File: src/rtl/mdio_receptor_param_if.sv
// mdio_receptor_param_if
//   Bundles the station-manager side of the MDIO receptor.
//   master : station manager / testbench (drives mdio_out, mdio_oe)
//   slave  : mdio_receptor_param (drives read data, strobes, address, write data)
//   mdio_out   manager serial data       mdio_oe    manager drive enable
//   mdio_in    receptor read data        mdio_in_en high while mdio_in is valid
//   mdio_done  end-of-frame pulse        addr       register address of last frame
//   wr_data    last write data           wr_stb     write strobe
//   frame_err  malformed/rejected frame pulse
interface mdio_receptor_param_if;
  logic        mdio_out;
  logic        mdio_oe;
  logic        mdio_in;
  logic        mdio_in_en;
  logic        mdio_done;
  logic [4:0]  addr;
  logic [15:0] wr_data;
  logic        wr_stb;
  logic        frame_err;

  modport master (
    output mdio_out, mdio_oe,
    input  mdio_in, mdio_in_en, mdio_done, addr, wr_data, wr_stb, frame_err
  );

  modport slave (
    input  mdio_out, mdio_oe,
    output mdio_in, mdio_in_en, mdio_done, addr, wr_data, wr_stb, frame_err
  );
endinterface

File: src/rtl/mdio_receptor_param.sv
// mdio_receptor_param
//   Clause-22 style MDIO slave with a small internal 16-bit register file.
//   Ports:
//     mdc   : management clock, all logic on the rising edge
//     reset : asynchronous, active-low reset
//     bus   : mdio_receptor_param_if.slave (serial in/out, strobes, addr, wr_data)
//
//   state   | meaning
//   --------+------------------------------------------------------
//   S_IDLE  | no preamble ones counted yet
//   S_PRE   | counting consecutive preamble ones
//   S_ST    | first ST bit (0) seen, waiting for second ST bit (1)
//   S_OP    | collecting 2 opcode bits
//   S_PHYAD | collecting 5 PHY address bits
//   S_REGAD | collecting 5 register address bits
//   S_TA    | turnaround (checked for writes, ignored for reads)
//   S_WDATA | collecting 16 write data bits
//   S_RDATA | shifting 16 read data bits out
module mdio_receptor_param #(
  parameter logic [4:0] PHY_ADDR     = 5'd0,
  parameter int         REG_DEPTH    = 32,
  parameter int         PREAMBLE_LEN = 32,
  parameter bit         BCAST_EN     = 1'b0
) (
  input  logic                        mdc,
  input  logic                        reset,
  mdio_receptor_param_if.slave        bus
);

  typedef enum logic [3:0] {
    S_IDLE, S_PRE, S_ST, S_OP, S_PHYAD, S_REGAD, S_TA, S_WDATA, S_RDATA
  } state_t;

  state_t       state, state_nx;
  logic [4:0]   bit_cnt;
  logic [4:0]   regad;
  logic [5:0]   pre_cnt;
  logic [14:0]  shreg;
  logic [15:0]  rd_sh;
  logic [15:0]  rd_word;
  logic [15:0]  wdata_nx;
  logic         op_wr;
  logic [511:0] regs_flat;
  logic         bit_in, oe;
  logic [4:0]   field5;
  logic         phy_hit, bcast_hit, pre_ok;
  logic         err_nx, wr_nx, rd_load, rd_shift, rd_end;

  assign bit_in    = bus.mdio_out;
  assign oe        = bus.mdio_oe;
  // The shift register always holds the most recent bits, so a field's value
  // is the last N-1 stored bits plus the one being sampled now.
  assign field5    = {shreg[3:0], bit_in};
  assign wdata_nx  = {shreg, bit_in};
  assign pre_ok    = (int'(pre_cnt) >= PREAMBLE_LEN);
  assign phy_hit   = (field5 == PHY_ADDR);
  assign bcast_hit = BCAST_EN && (field5 == 5'd0);
  assign rd_word   = (int'(regad) < REG_DEPTH) ? regs_flat[{regad, 4'b0000} +: 16] : 16'h0000;

  always_ff @(posedge mdc or negedge reset) begin
    if (!reset) state <= S_IDLE;
    else        state <= state_nx;
  end

  always_comb begin
    state_nx = state;
    case (state)
      S_IDLE, S_PRE: begin
        if (!oe)         state_nx = S_IDLE;
        else if (bit_in) state_nx = S_PRE;
        else if (pre_ok) state_nx = S_ST;
        else             state_nx = S_IDLE;
      end
      S_ST: state_nx = (oe && bit_in) ? S_OP : S_IDLE;
      S_OP: begin
        if (!oe) state_nx = S_IDLE;
        else if (bit_cnt == 5'd1) state_nx = (shreg[0] ^ bit_in) ? S_PHYAD : S_IDLE;
      end
      S_PHYAD: begin
        if (!oe) state_nx = S_IDLE;
        else if (bit_cnt == 5'd4) state_nx = (phy_hit || (bcast_hit && op_wr)) ? S_REGAD : S_IDLE;
      end
      S_REGAD: begin
        if (!oe) state_nx = S_IDLE;
        else if (bit_cnt == 5'd4) state_nx = S_TA;
      end
      S_TA: begin
        if (op_wr) begin
          if (!oe)                            state_nx = S_IDLE;
          else if (bit_cnt == 5'd0 && !bit_in) state_nx = S_IDLE;
          else if (bit_cnt == 5'd1)           state_nx = bit_in ? S_IDLE : S_WDATA;
        end else if (bit_cnt == 5'd1) begin
          // read turnaround: manager may already have released the line
          state_nx = S_RDATA;
        end
      end
      S_WDATA: if (!oe || bit_cnt == 5'd15) state_nx = S_IDLE;
      S_RDATA: if (oe || bit_cnt == 5'd15) state_nx = S_IDLE;
      default: state_nx = S_IDLE;
    endcase
  end

  always_comb begin
    err_nx   = 1'b0;
    wr_nx    = 1'b0;
    rd_load  = 1'b0;
    rd_shift = 1'b0;
    rd_end   = 1'b0;
    case (state)
      S_ST:    err_nx = oe && !bit_in;
      S_OP:    err_nx = oe && (bit_cnt == 5'd1) && !(shreg[0] ^ bit_in);
      S_PHYAD: err_nx = oe && (bit_cnt == 5'd4) && !op_wr && !phy_hit && bcast_hit;
      S_TA: begin
        if (op_wr) err_nx = oe && (((bit_cnt == 5'd0) && !bit_in) || ((bit_cnt == 5'd1) && bit_in));
        else       rd_load = (bit_cnt == 5'd1);
      end
      S_WDATA: wr_nx = oe && (bit_cnt == 5'd15);
      S_RDATA: begin
        if (oe)                    err_nx   = 1'b1;
        else if (bit_cnt == 5'd15) rd_end   = 1'b1;
        else                       rd_shift = 1'b1;
      end
      default: ;
    endcase
  end

  always_ff @(posedge mdc or negedge reset) begin
    if (!reset) begin
      bit_cnt        <= 5'd0;
      pre_cnt        <= 6'd0;
      shreg          <= 15'd0;
      rd_sh          <= 16'd0;
      op_wr          <= 1'b0;
      regad          <= 5'd0;
      bus.mdio_in    <= 1'b0;
      bus.mdio_in_en <= 1'b0;
      bus.mdio_done  <= 1'b0;
      bus.addr       <= 5'd0;
      bus.wr_data    <= 16'd0;
      bus.wr_stb     <= 1'b0;
      bus.frame_err  <= 1'b0;
    end else begin
      bit_cnt <= (state_nx != state) ? 5'd0 : bit_cnt + 5'd1;
      shreg   <= wdata_nx[14:0];
      // Only uninterrupted driven ones count; anything else restarts the preamble.
      if ((state == S_IDLE || state == S_PRE) && oe && bit_in) begin
        if (pre_cnt != 6'd32) pre_cnt <= pre_cnt + 6'd1;
      end else begin
        pre_cnt <= 6'd0;
      end
      if (state == S_OP && bit_cnt == 5'd1)    op_wr <= ~shreg[0];
      if (state == S_REGAD && bit_cnt == 5'd4) regad <= field5;

      bus.mdio_done <= wr_nx | rd_end;
      bus.wr_stb    <= wr_nx;
      bus.frame_err <= err_nx;
      if (wr_nx) begin
        bus.wr_data <= wdata_nx;
        bus.addr    <= regad;
      end
      if (rd_end) bus.addr <= regad;

      if (rd_load) begin
        bus.mdio_in_en <= 1'b1;
        bus.mdio_in    <= rd_word[15];
        rd_sh          <= {rd_word[14:0], 1'b0};
      end else if (rd_shift) begin
        bus.mdio_in <= rd_sh[15];
        rd_sh       <= {rd_sh[14:0], 1'b0};
      end else if (rd_end || err_nx) begin
        bus.mdio_in_en <= 1'b0;
        bus.mdio_in    <= 1'b0;
      end
    end
  end

  // Unimplemented addresses read as zero and have no storage.
  for (genvar g = 0; g < 32; g++) begin : g_reg
    if (g < REG_DEPTH) begin : g_impl
      logic [15:0] q;
      always_ff @(posedge mdc or negedge reset) begin
        if (!reset)                        q <= 16'h0000;
        else if (wr_nx && regad == 5'(g)) q <= wdata_nx;
      end
      assign regs_flat[g*16 +: 16] = q;
    end else begin : g_none
      assign regs_flat[g*16 +: 16] = 16'h0000;
    end
  end

endmodule

File: src/flat_wrapper.sv
// flat-port wrapper written by rule: the top's interface ports become plain ports
module mdio_receptor_param_flat 
#(
  parameter logic [4:0] PHY_ADDR     = 5'd0,
  parameter int         REG_DEPTH    = 32,
  parameter int         PREAMBLE_LEN = 32,
  parameter bit         BCAST_EN     = 1'b0
)
  (mdc, reset, bus_mdio_out, bus_mdio_oe, bus_mdio_in, bus_mdio_in_en, bus_mdio_done, bus_addr, bus_wr_data, bus_wr_stb, bus_frame_err);
  mdio_receptor_param_if bus_i ();
  input  logic mdc;
  input  logic reset;
  input wire logic [$bits(bus_i.mdio_out)-1:0] bus_mdio_out;
  input wire logic [$bits(bus_i.mdio_oe)-1:0] bus_mdio_oe;
  output wire logic [$bits(bus_i.mdio_in)-1:0] bus_mdio_in;
  output wire logic [$bits(bus_i.mdio_in_en)-1:0] bus_mdio_in_en;
  output wire logic [$bits(bus_i.mdio_done)-1:0] bus_mdio_done;
  output wire logic [$bits(bus_i.addr)-1:0] bus_addr;
  output wire logic [$bits(bus_i.wr_data)-1:0] bus_wr_data;
  output wire logic [$bits(bus_i.wr_stb)-1:0] bus_wr_stb;
  output wire logic [$bits(bus_i.frame_err)-1:0] bus_frame_err;
  assign bus_i.mdio_out = bus_mdio_out;
  assign bus_i.mdio_oe = bus_mdio_oe;
  assign bus_mdio_in = bus_i.mdio_in;
  assign bus_mdio_in_en = bus_i.mdio_in_en;
  assign bus_mdio_done = bus_i.mdio_done;
  assign bus_addr = bus_i.addr;
  assign bus_wr_data = bus_i.wr_data;
  assign bus_wr_stb = bus_i.wr_stb;
  assign bus_frame_err = bus_i.frame_err;
  mdio_receptor_param #(.PHY_ADDR(PHY_ADDR), .REG_DEPTH(REG_DEPTH), .PREAMBLE_LEN(PREAMBLE_LEN), .BCAST_EN(BCAST_EN)) u_core (.mdc(mdc), .reset(reset), .bus(bus_i));
endmodule
File: config.mk
export PLATFORM = sky130hd
export DESIGN_NAME = mdio_receptor_param_flat
export DESIGN_NICKNAME = d
export VERILOG_FILES = /design/src/rtl/mdio_receptor_param_if.sv /design/src/rtl/mdio_receptor_param.sv /design/src/flat_wrapper.sv
export SDC_FILE = /design/constraint.sdc
export NUM_CORES = 1
export LEC_CHECK = 0
export ABC_AREA = 0
export CORE_MARGIN = 2
export CORE_UTILIZATION = 50
export DETAILED_ROUTE_END_ITERATION = 12
export GPL_TIMING_DRIVEN = 0
export PLACE_DENSITY = 0.66
export SETUP_SLACK_MARGIN = 0.3
export SLEW_MARGIN = 5
export SYNTH_ARGS = -nofsm -noshare
export SYNTH_HDL_FRONTEND = slang
export SYNTH_SLANG_ARGS = --single-unit
File: constraint.sdc
create_clock -name mdc -period 2.8 [get_ports mdc]
set_input_delay 0.56 -clock mdc [delete_from_list [all_inputs] [get_ports mdc]]
set_output_delay 0.56 -clock mdc [all_outputs]
set_load 0.01 [all_outputs]
# After elaboration in Yosys (flattened, before gate mapping)
# Index checks and enable logic that the tools add are counted.
op_classes:
  bitwise: 3
  muxes: 45
  addsub: 2
  shift: 1
  order_cmp: 1
  n_reduce_logical: 62
  eq_ne: 46
ops:
  columns: ["operator", "count"]
  rows:
  - ["indexed part select 512 x 10 -> 16 bit", 1]
  - ["equality test 5 bit, second input constant", 16]
  - ["2-to-1 mux 4 bit", 13]
  - ["equality test 5 x 4 -> 1 bit, second input constant", 9]
  - ["logical AND 1 bit", 44]
  - ["2-to-1 mux 16 bit", 2]
  - ["case mux 4 bit (8 select lines)", 1]
  - ["equality test 5 x 3 -> 1 bit, second input constant", 5]
  - ["equality test 4 x 3 -> 1 bit, second input constant", 4]
  - ["2-to-1 mux 1 bit", 16]
  - ["zero test 5 bit", 3]
  - ["2-to-1 mux 5 bit", 3]
  - ["2-to-1 mux 6 bit", 2]
  - ["equality test 5 x 1 -> 1 bit, second input constant", 2]
  - ["equality test 5 x 2 -> 1 bit, second input constant", 2]
  - ["2-to-1 mux 3 bit", 3]
  - ["equality test 4 x 2 -> 1 bit, second input constant", 2]
  - ["2-to-1 mux 2 bit", 4]
  - ["adder 6 x 1 -> 6 bit, second input constant", 1]
  - ["greater-or-equal comparator 6 bit, second input constant", 1]
  - ["inequality test 6 bit, second input constant", 1]
  - ["nonzero test 2 bit", 3]
  - ["adder 5 x 1 -> 5 bit, second input constant", 1]
  - ["logical OR 1 bit", 5]
  - ["14 further kinds", 16]
word_totals:
  elab_cells: 206
  ff_bits: 590
  out_inout_bits: 26
  in_bits: 4

# Logic depth before layout (Yosys ltp)
depth:
  ltp_word: 10
  depth_mapped: 10
  mapped_depth_nobuf: 8

# Least setup slack after synthesis
# Ideal clock, no wire load.
synth_path:
  path_kind: "flip-flop to flip-flop"
  start: "register u_core.bit_cnt[0]"
  end: "register u_core.g_reg[24].g_impl.q[10]"
  slack_ns: 0.334
  stages_incl_launch_ff: 10
  arrival_ns: 2.341
  period_less_slack_ns: 2.466
  path_buffers: 1
  t_required_ns: 2.675
  setup_time_ns: 0.125
  path_cell_list: "dfrtp_1 -> ha_1 -> and3_1 -> ha_1 -> nand4_4 -> inv_2 -> nand3_2 -> nor3_2 -> buf_6 -> mux2_2"
synth_via:
  elab_chain_len: 4
synth_rtl:
  columns: ["element", "line_no", "text"]
  rows:
  - ["from (decl)", "mdio_receptor_param.sv:35", "logic [4:0] bit_cnt;"]
  - ["from (signal assigned)", "mdio_receptor_param.sv:143", "bit_cnt <= (state_nx != state) ? 5'd0 : bit_cnt + 5'd1;"]
  - ["equality test 5 x 4 -> 1 bit", "mdio_receptor_param.sv:117", "S_WDATA: wr_nx = oe && (bit_cnt == 5'd15);"]
  - ["logical AND 1 bit", "mdio_receptor_param.sv:117", null]
  - ["2-to-1 mux 1 bit", "mdio_receptor_param.sv:109", "case (state)"]
  - ["logical AND 1 bit", "mdio_receptor_param.sv:183", "else if (wr_nx && regad == 5'(g)) q <= wdata_nx;"]
  - ["to (signal assigned)", "mdio_receptor_param.sv:183", null]
  - ["to (decl)", "mdio_receptor_param.sv:180", "logic [15:0] q;"]
# Every way passes these cells.
# A chain may end at the register's enable or synchronous reset.

# Worst setup path after layout
layout_path:
  start: "register u_core.regad[1]"
  end: "register u_core.rd_sh[6]"
layout_via:
  elab_chain_len: 2
layout_rtl:
  columns: ["element", "line_no", "text"]
  rows:
  - ["from (decl)", "mdio_receptor_param.sv:36", "logic [4:0] regad;"]
  - ["from (signal assigned)", "mdio_receptor_param.sv:152", "if (state == S_REGAD && bit_cnt == 5'd4) regad <= field5;"]
  - ["indexed part select 512 x 10 -> 16 bit", "mdio_receptor_param.sv:58", "assign rd_word = (int'(regad) < REG_DEPTH) ? regs_flat[{regad, 4'b0000} +: 16] : 16'h0000;"]
  - ["2-to-1 mux 16 bit", "mdio_receptor_param.sv:163", "if (rd_load) begin"]
  - ["to (signal assigned)", "mdio_receptor_param.sv:166", "rd_sh <= {rd_word[14:0], 1'b0};"]
  - ["to (signal assigned)", "mdio_receptor_param.sv:169", "rd_sh <= {rd_sh[14:0], 1'b0};"]
  - ["to (decl)", "mdio_receptor_param.sv:39", "logic [15:0] rd_sh;"]
# Every way passes these cells.

==> metrics <==
run status finished clean; Post-synth EDFFs 0; DR pass1 iterations 6; Final Slew Violations 0; Total Nets Final 1960; stage delay of the slowest cell on the critical path 0.40 ns; dominant cell type by area after synthesis dfrtp_1; worst clock skew 0.0235 ns; period utilisation layout 0.895; remaining number of nets flagged by the antenna check after routing 0; fraction of power consumed by the clock network 0.466; width of the die 234 um; Hold Crit Class in2reg; power share of the sequential group 0.500; Crit Path Max Fanout 10; total power per unit cell area 549 nW/um2; overall die height 234 um; post-CTS clock slew at the launch and capture registers of the worst setup and hold paths 0.07 ns; post-synth design cell area 26600 um2; Setup Slack @ Placement -1.43 ns; number of max-capacitance violations reported 0; number of remaining DRC errors 0; cts bufs inserted 60; placeable core region 52600 um2; latest clock arrival within the worst-skew pair 0.63 ns; count of vias placed by the detailed router 16400; wire length of the first global-routing pass 108 mm; dpl hpwl 48.9 mm; number of distinct library cells after synthesis 62; number of vias per cell after detailed routing 6.12; fraction of power consumed by combinational cells 0.034; ordered list of cells on the worst path buf_2, buf_4, buf_6, mux4_2, mux2i_1, a22oi_1, o21ai_0, a211oi_1, a221o_1; Net Count, Synth 1803; routability-driven placement congestion ratio 0.941; hold wc startpoint bus_mdio_out; Longest Clk Path Bufs 3; type of the worst setup path reg2reg; Worst Hold Depth 1; vias in the first global route 16800; cell count of the worst reg-to-reg path 9; synthesized netlist cell count 1792; number of flip-flops and latches in the synthesized netlist 589; # clock sinks 589; row count 84; Fillers 3991; min setup slack post-route 0.293 ns; Remaining Overflow, GRT 0; hold violation count in the final report 0; DRC violation total after the first TritonRoute iteration 1347; reg-to-reg setup timing slack 0.29 ns; proportion of synthesized flip-flops having asynchronous set or reset 1.00; NetSw 3820 uW; average wire length per cell after detail routing 27.3 um; sequential-to-total area share from yosys stat 0.555; flip-flop and latch area 14700 um2; final setup violating endpoints 0; count of pins on the block boundary 30; final cell utilization of the core 0.600; unrepaired setup endpoints after global routing yes; maximum ir drop on the vdd rail 0.467 mV; root buffer cell clkbuf_16; leak pwr 0.0150 uW; CTS tree yes; master of the slowest instance on the critical path mux2i_1; yosys warns 0; min Tclk post-route 2.51 ns; area share of the largest cell type after synthesis 0.555; GR Util All Layers 0.270; internal power consumption 13500 uW; main area contributors after synthesis dfrtp_1, mux2_2, mux4_2, mux2i_1, nand2_1; sort of element at the end of the critical path flop; nature of the critical path startpoint flop; Required @ worst endpoint 3.31 ns; switching part of the total 0.221; number of antenna violations at the first check in global routing 1; Buffers on Ports 28; highest clock frequency the design can meet 399 MHz; largest net degree at the start of global routing 114; full die area 55000 um2; mean area per synthesized cell 14.8 um2; actual slew at the worst max-slew pin 0.897 ns; dominant synthesized flop cell dfrtp_1; initial cell density of the core 0.505; Max transition margin 0.400; destination of the worst hold path u_core.shreg[0]$_DFF_PN0_; critical path arrival 3.02 ns; Syn-to-layout area delta 18.7%; CTS H-Tree Depth 2; share of post-route cells with drive strength above 1 0.469; area taken by multi-input logic gates 11600 um2; reg2reg end u_core.rd_sh[6]$_DFFE_PN0P_; reg-to-reg critical path startpoint u_core.regad[1]$_DFFE_PN0P_; Final Routed Wirelength 73.1 mm
-- layout make-up --
class | instances | area share
flip-flops and latches | 589 | 0.468
multi-input cells | 1047 | 0.367
clock buffers | 90 | 0.0570
repair buffers | 95 | 0.0386
plain buffers | 144 | 0.0357
well taps | 688 | 0.0273
clock inverters | 12 | 0.00508
inverters | 12 | 0.00210
diodes | 1 | 0.0000794
-- layer usage --
layer | wire [um] | part of all wire | track usage
met4 | 2690 | 0.037 | 0.0993
met1 | 31500 | 0.43 | 0.380
met2 | 34400 | 0.47 | 0.425
met5 | 0 | 0 | 0
met3 | 4500 | 0.062 | 0.0474
-- cell usage in the layout, fill, tap and decap left out, types with 13 or more instances in the layout --
| cell | synthesis | routed |
|---|---|---|
| nand2_1 | 127 | 117 |
| buf_6 | 1 | 34 |
| mux2_2 | 478 | 478 |
| a22oi_1 | 23 | 23 |
| buf_4 | 13 | 46 |
| clkbuf_16 | 0 | 68 |
| clkbuf_2 | 1 | 15 |
| clkdlybuf4s50_1 | 0 | 26 |
| clkbuf_8 | 0 | 21 |
| mux4_2 | 130 | 130 |
| o21ai_0 | 63 | 63 |
| clkbuf_1 | 84 | 62 |
| dfrtp_1 | 589 | 589 |
| nor2_1 | 15 | 13 |
| buf_12 | 0 | 18 |
| nand3_1 | 16 | 16 |
| mux2i_1 | 55 | 48 |
-- timing repair --
action	in CTS	in global routing
gates resized for setup	201	97
setup buffers	38	14
hold endpoints to repair	69	0
hold buffers	1	0
endpoints found under the setup margin	558	397
pin swaps	14	9
gates cloned	5	4
-- Yosys cell counts (all sizes together), types with 2 or more instances --
cell type / number
a21oi: 12
and2: 2
or2: 2
mux4: 130
a221o: 6
and3: 3
mux2i: 55
a31oi: 2
a211oi: 8
and4b: 3
nor4b: 4
dfrtp: 589
nand2b: 5
o31ai: 2
buf: 59
or3b: 2
nand4b: 2
nand4bb: 2
nand3: 28
nor4: 2
nand4: 7
nor2: 22
o211ai: 2
o21ai: 63
nor3b: 2
inv: 11
nor4bb: 2
mux2: 478
ha: 7
xnor2: 4
xor2: 4
nand2: 130
clkbuf: 85
nor3: 13
a22oi: 23
nor2b: 11
-- state kept, by name, summed over array words and instances, names as in the netlist --
name                   cells
u_core.state               4
u_core.regad               5
u_core.bus.mdio_done       1
u_core.bus.wr_data        16
u_core.rd_sh              15
u_core.bus.wr_stb          1
u_core.op_wr               1
u_core.bus.frame_err       1
u_core.bus.mdio_in         1
u_core.pre_cnt             6
u_core.shreg              15
u_core.bus.addr            5
u_core.bit_cnt             5
u_core.g.g_impl.q        512
u_core.bus.mdio_in_en      1
-- worst max path at each step --
stage | start | endpoint | depth (start not counted)
6_report | u_core.regad[1]$_DFFE_PN0P_ | u_core.rd_sh[6]$_DFFE_PN0P_ | 9
5_1_grt | u_core.bit_cnt[0]$_DFF_PN0_ | u_core.bit_cnt[3]$_DFF_PN0_ | 10
4_1_cts | u_core.regad[1]$_DFFE_PN0P_ | u_core.rd_sh[5]$_DFFE_PN0P_ | 9
3_5_place_dp | bus_mdio_out | u_core.bit_cnt[1]$_DFF_PN0_ | 10
3_3_place_gp | reset | u_core.g_reg[18].g_impl.q[9]$_DFFE_PN0P_ | 1
2_1_floorplan | u_core.bit_cnt[0]$_DFF_PN0_ | u_core.g_reg[24].g_impl.q[10]$_DFFE_PN0P_ | 9
-- cells by family after synthesis --
logic type,count (synthesis),synth area share
simple gates,245,0.0508
xor+xnor,8,0.00264
flops,589,0.555
mux,663,0.334
compound gates,124,0.0287
fa+ha+maj,7,0.00330
buf+inv,156,0.0260
-- power groups by stage --
stage               combinational, uW  clock [uW]  sequential [uW]
detailed placement                532           0             8810
global placement                  492           0             8830
CTS                               557        8160             8650
global route                      662        8500             8660
floorplan                         204           0             8780
finish                            590        8060             8660
-- worst max-delay path: cells and delay by family, from the launching register on --
kind                   cells  cell delay [ns]
AOI/OAI and AO/OA          4             0.59
buffers and inverters      3             0.71
DFF                        1             0.34
muxes                      2             0.75
-- per-stage QoR --
step	hold slack, ns	instances	TNS [ns]	cell area (um2)	power, uW
2_1_floorplan	0.264	1792	0	26600	8990
3_3_place_gp	0.362	2508	-	27700	9320
3_5_place_dp	0.359	2513	-86.43	27800	9340
4_1_cts	0.291	2659	0	31000	17400
5_1_grt	0.312	2678	0	31500	17800
6_report	0.317	2678	0	31500	17300
(Power assumes the default switching activity.)
